`src/rtl/alu_pkg.sv`:
```
// Shared opcode constants and width default for the ALU responder
// and anything that checks it.
package alu_pkg;

  localparam int DEFAULT_WIDTH = 32;

  localparam logic [2:0] OP_AND = 3'b000;
  localparam logic [2:0] OP_OR  = 3'b001;
  localparam logic [2:0] OP_ADD = 3'b010;
  localparam logic [2:0] OP_SUB = 3'b110;
  localparam logic [2:0] OP_SLT = 3'b111;

  function automatic logic op_legal(input logic [2:0] op);
    return (op == OP_AND) || (op == OP_OR) ||
           (op == OP_ADD) || (op == OP_SUB) ||
           (op == OP_SLT);
  endfunction

endpackage

```
`src/rtl/alu_core.sv`:
```
// Combinational ALU datapath between pipeline stages.
// Ports: a, b, op in; z result, ex zero flag, ovf signed overflow, bad_op out.
module alu_core
  import alu_pkg::*;
#(
  parameter int WIDTH = DEFAULT_WIDTH
) (
  input  logic [WIDTH-1:0] a,
  input  logic [WIDTH-1:0] b,
  input  logic [2:0]       op,
  output logic [WIDTH-1:0] z,
  output logic             ex,
  output logic             ovf,
  output logic             bad_op
);

  localparam int MSB = WIDTH - 1;

  logic [WIDTH-1:0] sum;
  logic [WIDTH-1:0] dif;
  logic             lt;

  assign sum = a + b;
  assign dif = a - b;
  assign lt  = $signed(a) < $signed(b);

  always_comb begin
    z      = '0;
    ovf    = 1'b0;
    bad_op = 1'b0;
    case (op)
      OP_AND: z = a & b;
      OP_OR:  z = a | b;
      OP_ADD: begin
        z   = sum;
        ovf = (a[MSB] == b[MSB]) &
              (sum[MSB] != a[MSB]);
      end
      OP_SUB: begin
        z   = dif;
        ovf = (a[MSB] != b[MSB]) &
              (dif[MSB] != a[MSB]);
      end
      OP_SLT: z = {{(WIDTH-1){1'b0}}, lt};
      default: bad_op = 1'b1;
    endcase
  end

  assign ex = (z == '0);

endmodule

```
`src/rtl/alu_pipe_responder.sv`:
```
// Two-stage handshaked ALU responder: S1 holds the request, S2 the result.
// Ports: clk, reset; req_* valid/ready request in; rsp_* result out; rsp_count.
module alu_pipe_responder
  import alu_pkg::*;
#(
  parameter int WIDTH = DEFAULT_WIDTH,
  parameter int CNT_W = 16
) (
  input  logic             clk,
  input  logic             reset,
  input  logic             req_valid,
  output logic             req_ready,
  input  logic [WIDTH-1:0] req_a,
  input  logic [WIDTH-1:0] req_b,
  input  logic [2:0]       req_op,
  output logic             rsp_valid,
  input  logic             rsp_ready,
  output logic [WIDTH-1:0] rsp_z,
  output logic             rsp_ex,
  output logic             rsp_ovf,
  output logic             rsp_bad_op,
  output logic [CNT_W-1:0] rsp_count
);

  // live_q keeps req_ready low until the first edge after reset releases
  logic             live_q;

  logic             s1_valid_q, s1_valid_d;
  logic [WIDTH-1:0] s1_a_q, s1_a_d;
  logic [WIDTH-1:0] s1_b_q, s1_b_d;
  logic [2:0]       s1_op_q, s1_op_d;

  logic             s2_valid_q, s2_valid_d;
  logic [WIDTH-1:0] s2_z_q, s2_z_d;
  logic             s2_ex_q, s2_ex_d;
  logic             s2_ovf_q, s2_ovf_d;
  logic             s2_bad_q, s2_bad_d;

  logic [CNT_W-1:0] cnt_q, cnt_d;

  logic             s2_free;
  logic             s1_move;
  logic             accept;
  logic             deliver;

  logic [WIDTH-1:0] c_z;
  logic             c_ex;
  logic             c_ovf;
  logic             c_bad;

  alu_core #(.WIDTH(WIDTH)) u_core (
    .a      (s1_a_q),
    .b      (s1_b_q),
    .op     (s1_op_q),
    .z      (c_z),
    .ex     (c_ex),
    .ovf    (c_ovf),
    .bad_op (c_bad)
  );

  assign s2_free   = !s2_valid_q | rsp_ready;
  assign s1_move   = s1_valid_q & s2_free;
  assign req_ready = live_q & (!s1_valid_q | s1_move);
  assign accept    = req_valid & req_ready;
  assign deliver   = s2_valid_q & rsp_ready;

  always_comb begin
    s1_valid_d = s1_valid_q;
    s1_a_d     = s1_a_q;
    s1_b_d     = s1_b_q;
    s1_op_d    = s1_op_q;
    if (accept) begin
      s1_valid_d = 1'b1;
      s1_a_d     = req_a;
      s1_b_d     = req_b;
      s1_op_d    = req_op;
    end else if (s1_move) begin
      s1_valid_d = 1'b0;
    end
  end

  // S2 refills on the same edge it drains
  always_comb begin
    s2_valid_d = s2_valid_q;
    s2_z_d     = s2_z_q;
    s2_ex_d    = s2_ex_q;
    s2_ovf_d   = s2_ovf_q;
    s2_bad_d   = s2_bad_q;
    if (s1_move) begin
      s2_valid_d = 1'b1;
      s2_z_d     = c_z;
      s2_ex_d    = c_ex;
      s2_ovf_d   = c_ovf;
      s2_bad_d   = c_bad;
    end else if (deliver) begin
      s2_valid_d = 1'b0;
    end
  end

  always_comb begin
    cnt_d = cnt_q;
    if (deliver) cnt_d = cnt_q + 1'b1;
  end

  always_ff @(posedge clk or posedge reset) begin
    if (reset) begin
      live_q     <= 1'b0;
      s1_valid_q <= 1'b0;
      s1_a_q     <= '0;
      s1_b_q     <= '0;
      s1_op_q    <= '0;
      s2_valid_q <= 1'b0;
      s2_z_q     <= '0;
      s2_ex_q    <= 1'b0;
      s2_ovf_q   <= 1'b0;
      s2_bad_q   <= 1'b0;
      cnt_q      <= '0;
    end else begin
      live_q     <= 1'b1;
      s1_valid_q <= s1_valid_d;
      s1_a_q     <= s1_a_d;
      s1_b_q     <= s1_b_d;
      s1_op_q    <= s1_op_d;
      s2_valid_q <= s2_valid_d;
      s2_z_q     <= s2_z_d;
      s2_ex_q    <= s2_ex_d;
      s2_ovf_q   <= s2_ovf_d;
      s2_bad_q   <= s2_bad_d;
      cnt_q      <= cnt_d;
    end
  end

  assign rsp_valid  = s2_valid_q;
  assign rsp_z      = s2_z_q;
  assign rsp_ex     = s2_ex_q;
  assign rsp_ovf    = s2_ovf_q;
  assign rsp_bad_op = s2_bad_q;
  assign rsp_count  = cnt_q;

endmodule
```
`config.mk`:
```
export PLATFORM = sky130hd
export DESIGN_NAME = alu_pipe_responder
export DESIGN_NICKNAME = d
export VERILOG_FILES = /design/src/rtl/alu_pkg.sv /design/src/rtl/alu_core.sv /design/src/rtl/alu_pipe_responder.sv
export SDC_FILE = /design/constraint.sdc
export NUM_CORES = 1
export LEC_CHECK = 0
export BUFFER_PORTS_ARGS = -buffer_cell sky130_fd_sc_hd__buf_2
export CAP_MARGIN = 30
export CELL_PAD_IN_SITES_DETAIL_PLACEMENT = 1
export CELL_PAD_IN_SITES_GLOBAL_PLACEMENT = 2
export CORE_MARGIN = 4
export CORE_UTILIZATION = 35
export DETAILED_ROUTE_END_ITERATION = 8
export PLACE_DENSITY = 0.78
export REMOVE_ABC_BUFFERS = 1
export SLEW_MARGIN = 20
export SYNTH_ARGS = -nofsm -noshare
export SYNTH_HDL_FRONTEND = slang
export SYNTH_HIERARCHICAL = 1
export SYNTH_SLANG_ARGS = --single-unit
```
`constraint.sdc`:
```
create_clock -name clk -period 4.9 [get_ports clk]
set_clock_uncertainty 0.05 [all_clocks]
set_input_delay 0.735 -clock clk [delete_from_list [all_inputs] [get_ports clk]]
set_output_delay 0.735 -clock clk [all_outputs]
set_load 0.005 [all_outputs]
```
==> flow_metrics.env <==
export IMPL_maxClockFrequency_mhz=214.8
export IMPL_cts_made_buffers=17
export IMPL_synth_compound_area_share_pct=19.17
export IMPL_worst_r2r_startpoint="s1_b_q[0]"
export IMPL_ys_ff_latch=121
export IMPL_synthesis_area_per_instance_um2=9.076
export IMPL_drtPass1Iterations=4
export IMPL_cts_post_setup_buffers_inserted=0
export IMPL_ys_seq_area_share_pct=30.00
export IMPL_via_per_inst=5.578
export IMPL_clk_latency_ns=0.43
export IMPL_port_buffers=123
export IMPL_io_pins=124
export IMPL_layout_cell_area_non_filler_mm2=0.01175
export IMPL_detailroute_wirelength_met3_um=1551
export IMPL_critical_path_arrival_ns=4.98
export IMPL_synth_adder_area_share_pct=12.67
export IMPL_place_gp_congestion=0.9466
export IMPL_num_antenna_cells=0
export IMPL_run_status="completed"
export IMPL_synth_largest_area_cell="sky130_fd_sc_hd__dfrtp_1"
export IMPL_first_global_vias=9421
export IMPL_p_total_mw=5.534
export IMPL_placedInstanceArea_mm2=0.01117
export IMPL_synth_lib_cells_used_distinct=78
export IMPL_synth_warnings=6
export IMPL_cts_htree_levels=4
export IMPL_timing_critical_path_from="s1_b_q[0]"
export IMPL_post_synth_main_area_contributors="sky130_fd_sc_hd__dfrtp_1, sky130_fd_sc_hd__ha_1, sky130_fd_sc_hd__mux2_2, sky130_fd_sc_hd__inv_1, sky130_fd_sc_hd__a21oi_1"
export IMPL_crit_path_max_incr_delay_ns=0.50
export IMPL_synth_mux_area_fraction_pct=13.98
export IMPL_initial_core_util_pct=35.93
export IMPL_drc=0
export IMPL_ys_async_sr_fraction_pct=100.0
export IMPL_drt_initial_drc_count=551
export IMPL_synth_enable_flop_cells=0
export IMPL_clk_pin_slew_ns=0.06
export IMPL_finalMaxSlewViolations=0
export IMPL_timing_hold_worst_class="in -> async"
export IMPL_critical_path_required_ns=5.22
export IMPL_route_layer_met1_wl_um=15940
export IMPL_die_y_um=177.8
export IMPL_r2r_cells=14
export IMPL_wire_length_of_the_first_global_routing_pass_um=53740
export IMPL_critPathBufInv=0
export IMPL_simple_gate_share_of_the_synthesized_area_pct=14.46
export IMPL_final_period_minus_worst_setup_slack_ns=4.655
export IMPL_crit_path_end_kind="flop"
export IMPL_min_period_over_period_pct=95.01
export IMPL_cts_root_buf="sky130_fd_sc_hd__clkbuf_16"
export IMPL_detailroute_wirelength_met2_um=16190
export IMPL_cts_tree="built"
export IMPL_post_route_cells_drive_above_1_share_pct=24.76
export IMPL_top_flip_flop_cell_by_instance_count_after_synthesis="sky130_fd_sc_hd__dfrtp_1"
export IMPL_worst_path_most_repeated_cell="sky130_fd_sc_hd__or4_1"
export IMPL_hold_buffers=0
export IMPL_pin_slew_with_the_least_headroom_to_its_limit_ns=0.7449
export IMPL_timing_critical_path_slowest_stage_cell="sky130_fd_sc_hd__a311oi_1"
export IMPL_routed_len_inst_um=21.18
export IMPL_kind_of_start_point_of_the_critical_path="flop"
export IMPL_synth_top_cell_area_share_pct=30.00
export IMPL_final_hold_violation_count=0
export IMPL_ir_worst_vdd_mv=0.2367
export IMPL_maxUsedRoutingLayer="met4"
export IMPL_chip_width_um=177.8
export IMPL_grt_antenna_before_repair=0
export IMPL_post_cts_resized=0
export IMPL_drv_max_cap_violation_count=0
export IMPL_ant_nets_after_route=0
export IMPL_max_slew_margin_rel_pct=50.34
export IMPL_syn_instance_count=1112
export IMPL_num_vias=9026
export IMPL_cpLargestDelayFamily="compound AO/OA/AOI/OAI gates"
export IMPL_clock_path_buffers=2
export IMPL_die_area_mm2=0.03162
export IMPL_grt_overflow_total=0
export IMPL_path_cells="ha_1 > fa_1 > a21o_1 > a221o_1 > a21oi_1 > o21bai_1 > a311oi_1 > a2111o_1 > nand3_1 > a211o_1 > or4_1 > or4_1 > nor4_2 > mux2_2"
export IMPL_largest_family_of_logic_cells_by_synthesized_area="compound AO/OA/AOI/OAI gates"
export IMPL_timing_worst_setup_path_type="reg -> reg"
export IMPL_fp_row_count=61
export IMPL_grt_max_degree=66
export IMPL_nNetsFinal=1400
export IMPL_detailedPlacementHpwl_um=26300
export IMPL_parity_gate_share_of_the_synthesized_area_counting_xor_and_xnor_cells_pct=2.951
export IMPL_number_of_sinks_driven_by_the_clock_tree=121
export IMPL_power_leakage_nw=5.644
export IMPL_syn_area_mm2=0.01009
export IMPL_r2r_slack_ns=0.24
export IMPL_std_cell_core_area_mm2=0.02809
export IMPL_synthToLayoutAreaGrowth_pct=16.45
export IMPL_r2r_end="rsp_ex"
export IMPL_setup_violations_final=0
export IMPL_crit_fanout=4
export IMPL_routed_wirelength_um=34260
export IMPL_grt_use_total_pct=21.66
export IMPL_fillers=3330
export IMPL_power_density_mw_per_mm2=470.9
[logic make-up after synthesis]
group / Yosys count
other cells: 1
mux: 121
flops: 121
compound gates: 283
fa+ha+maj: 101
xor+xnor: 34
buf+inv: 160
simple gates: 291
[metal layers]
metal / vias to the layer above / track usage (%)
met5: - / 0
met4: 0 / 5.414
met3: 33 / 3.302
met2: 241 / 36.09
met1: 4523 / 29.51
li1: 4229 / -
[metrics by stage]
stage	setup slack, ns	instances	utilization [%]	setup TNS [ns]	hold WS [ns]
after CTS	0.05624	1618	41.73	0	0.4036
after global routing	-0.02049	1618	41.84	-0.02049	0.4187
final	0.2446	1618	41.84	0	0.3589
after detailed placement	0.09319	1587	39.77	0	0.4061
after global placement	0.2378	1585	39.60	0	0.4026
after floorplan	0.3636	1060	-	0	0.4072
[cell usage after synthesis (7+ instances only)]
| cell | instances |
|---|---|
| sky130_fd_sc_hd__a211o_1 | 8 |
| sky130_fd_sc_hd__a211oi_1 | 12 |
| sky130_fd_sc_hd__a21o_1 | 17 |
| sky130_fd_sc_hd__a21oi_1 | 73 |
| sky130_fd_sc_hd__a31oi_1 | 12 |
| sky130_fd_sc_hd__buf_2 | 11 |
| sky130_fd_sc_hd__clkbuf_1 | 29 |
| sky130_fd_sc_hd__dfrtp_1 | 121 |
| sky130_fd_sc_hd__ha_1 | 99 |
| sky130_fd_sc_hd__inv_1 | 107 |
| sky130_fd_sc_hd__mux2_2 | 84 |
| sky130_fd_sc_hd__mux2_4 | 19 |
| sky130_fd_sc_hd__mux2i_1 | 18 |
| sky130_fd_sc_hd__nand2_1 | 76 |
| sky130_fd_sc_hd__nand2b_1 | 14 |
| sky130_fd_sc_hd__nand3_1 | 28 |
| sky130_fd_sc_hd__nand4_1 | 11 |
| sky130_fd_sc_hd__nor2_1 | 69 |
| sky130_fd_sc_hd__nor2b_1 | 11 |
| sky130_fd_sc_hd__nor3_1 | 22 |
| sky130_fd_sc_hd__nor4_1 | 13 |
| sky130_fd_sc_hd__o211ai_1 | 24 |
| sky130_fd_sc_hd__o21ai_0 | 37 |
| sky130_fd_sc_hd__o21bai_1 | 12 |
| sky130_fd_sc_hd__o22ai_1 | 14 |
| sky130_fd_sc_hd__o31ai_1 | 13 |
| sky130_fd_sc_hd__or3_1 | 8 |
| sky130_fd_sc_hd__or4_1 | 8 |
| sky130_fd_sc_hd__xnor2_1 | 27 |
| sky130_fd_sc_hd__xor2_1 | 7 |
[flip-flops by register name, summed over array words and instances (netlist names), 3 cells and up]
| name | cells |
|---|---|
| s1_b_q | 32 |
| rsp_count | 16 |
| rsp_z | 32 |
| s1_op_q | 3 |
| s1_a_q | 32 |
[worst max-delay path by stage]
stage	end	slack, ns	cells after the start
after floorplan	rsp_ex	0.36	11
after global placement	rsp_ex	0.24	14
after detailed placement	rsp_ex	0.09	14
after CTS	rsp_ex	0.06	14
after global routing	rsp_ex	-0.02	14
final	rsp_ex	0.24	14
[power by group]
part           leakage (nW)  switching [mW]  internal (mW)  total (mW)
sequential             1.49           0.223           1.25        1.47
clock                 0.266           0.519          0.696        1.21
combinational          3.89            1.68           1.16        2.84
[final cells by class]
cell class                      count  area (um^2)  area share, %
Clock inverter                     14        125.1          1.065
Multi-Input combinational cell    831         6424          54.66
Clock buffer                       17        425.4          3.620
Inverter                          108        407.9          3.471
Tap cell                          378        473.0          4.024
Sequential cell                   121         3029          25.77
Timing Repair Buffer              149        868.3          7.388
[placed cells by master, fill, tap and decap left out, types with 13 or more instances in the layout]
cell / netlist / layout
sky130_fd_sc_hd__nand2_1: 76 / 75
sky130_fd_sc_hd__buf_4: 4 / 22
sky130_fd_sc_hd__buf_2: 11 / 123
sky130_fd_sc_hd__inv_1: 107 / 106
sky130_fd_sc_hd__o31ai_1: 13 / 13
sky130_fd_sc_hd__o211ai_1: 24 / 24
sky130_fd_sc_hd__mux2_4: 19 / 19
sky130_fd_sc_hd__nor3_1: 22 / 22
sky130_fd_sc_hd__clkbuf_16: 0 / 17
sky130_fd_sc_hd__o21ai_0: 37 / 37
sky130_fd_sc_hd__ha_1: 99 / 99
sky130_fd_sc_hd__nand3_1: 28 / 28
sky130_fd_sc_hd__mux2_2: 84 / 84
sky130_fd_sc_hd__a21o_1: 17 / 17
sky130_fd_sc_hd__xnor2_1: 27 / 27
sky130_fd_sc_hd__dfrtp_1: 121 / 120
sky130_fd_sc_hd__o22ai_1: 14 / 14
sky130_fd_sc_hd__nand2b_1: 14 / 14
sky130_fd_sc_hd__a21oi_1: 73 / 73
sky130_fd_sc_hd__nor2_1: 69 / 69
sky130_fd_sc_hd__mux2i_1: 18 / 18
[worst register-to-register path, stage by stage (launching register included)]
cell	delay [ns]
sky130_fd_sc_hd__dfrtp_1	0.42
sky130_fd_sc_hd__ha_1	0.25
sky130_fd_sc_hd__fa_1	0.42
sky130_fd_sc_hd__a21o_1	0.21
sky130_fd_sc_hd__a221o_1	0.39
sky130_fd_sc_hd__a21oi_1	0.38
sky130_fd_sc_hd__o21bai_1	0.21
sky130_fd_sc_hd__a311oi_1	0.50
sky130_fd_sc_hd__a2111o_1	0.19
sky130_fd_sc_hd__nand3_1	0.09
sky130_fd_sc_hd__a211o_1	0.23
sky130_fd_sc_hd__or4_1	0.46
sky130_fd_sc_hd__or4_1	0.47
sky130_fd_sc_hd__nor4_2	0.15
sky130_fd_sc_hd__mux2_2	0.18
Note: power is estimated with default switching activity, not from simulation.
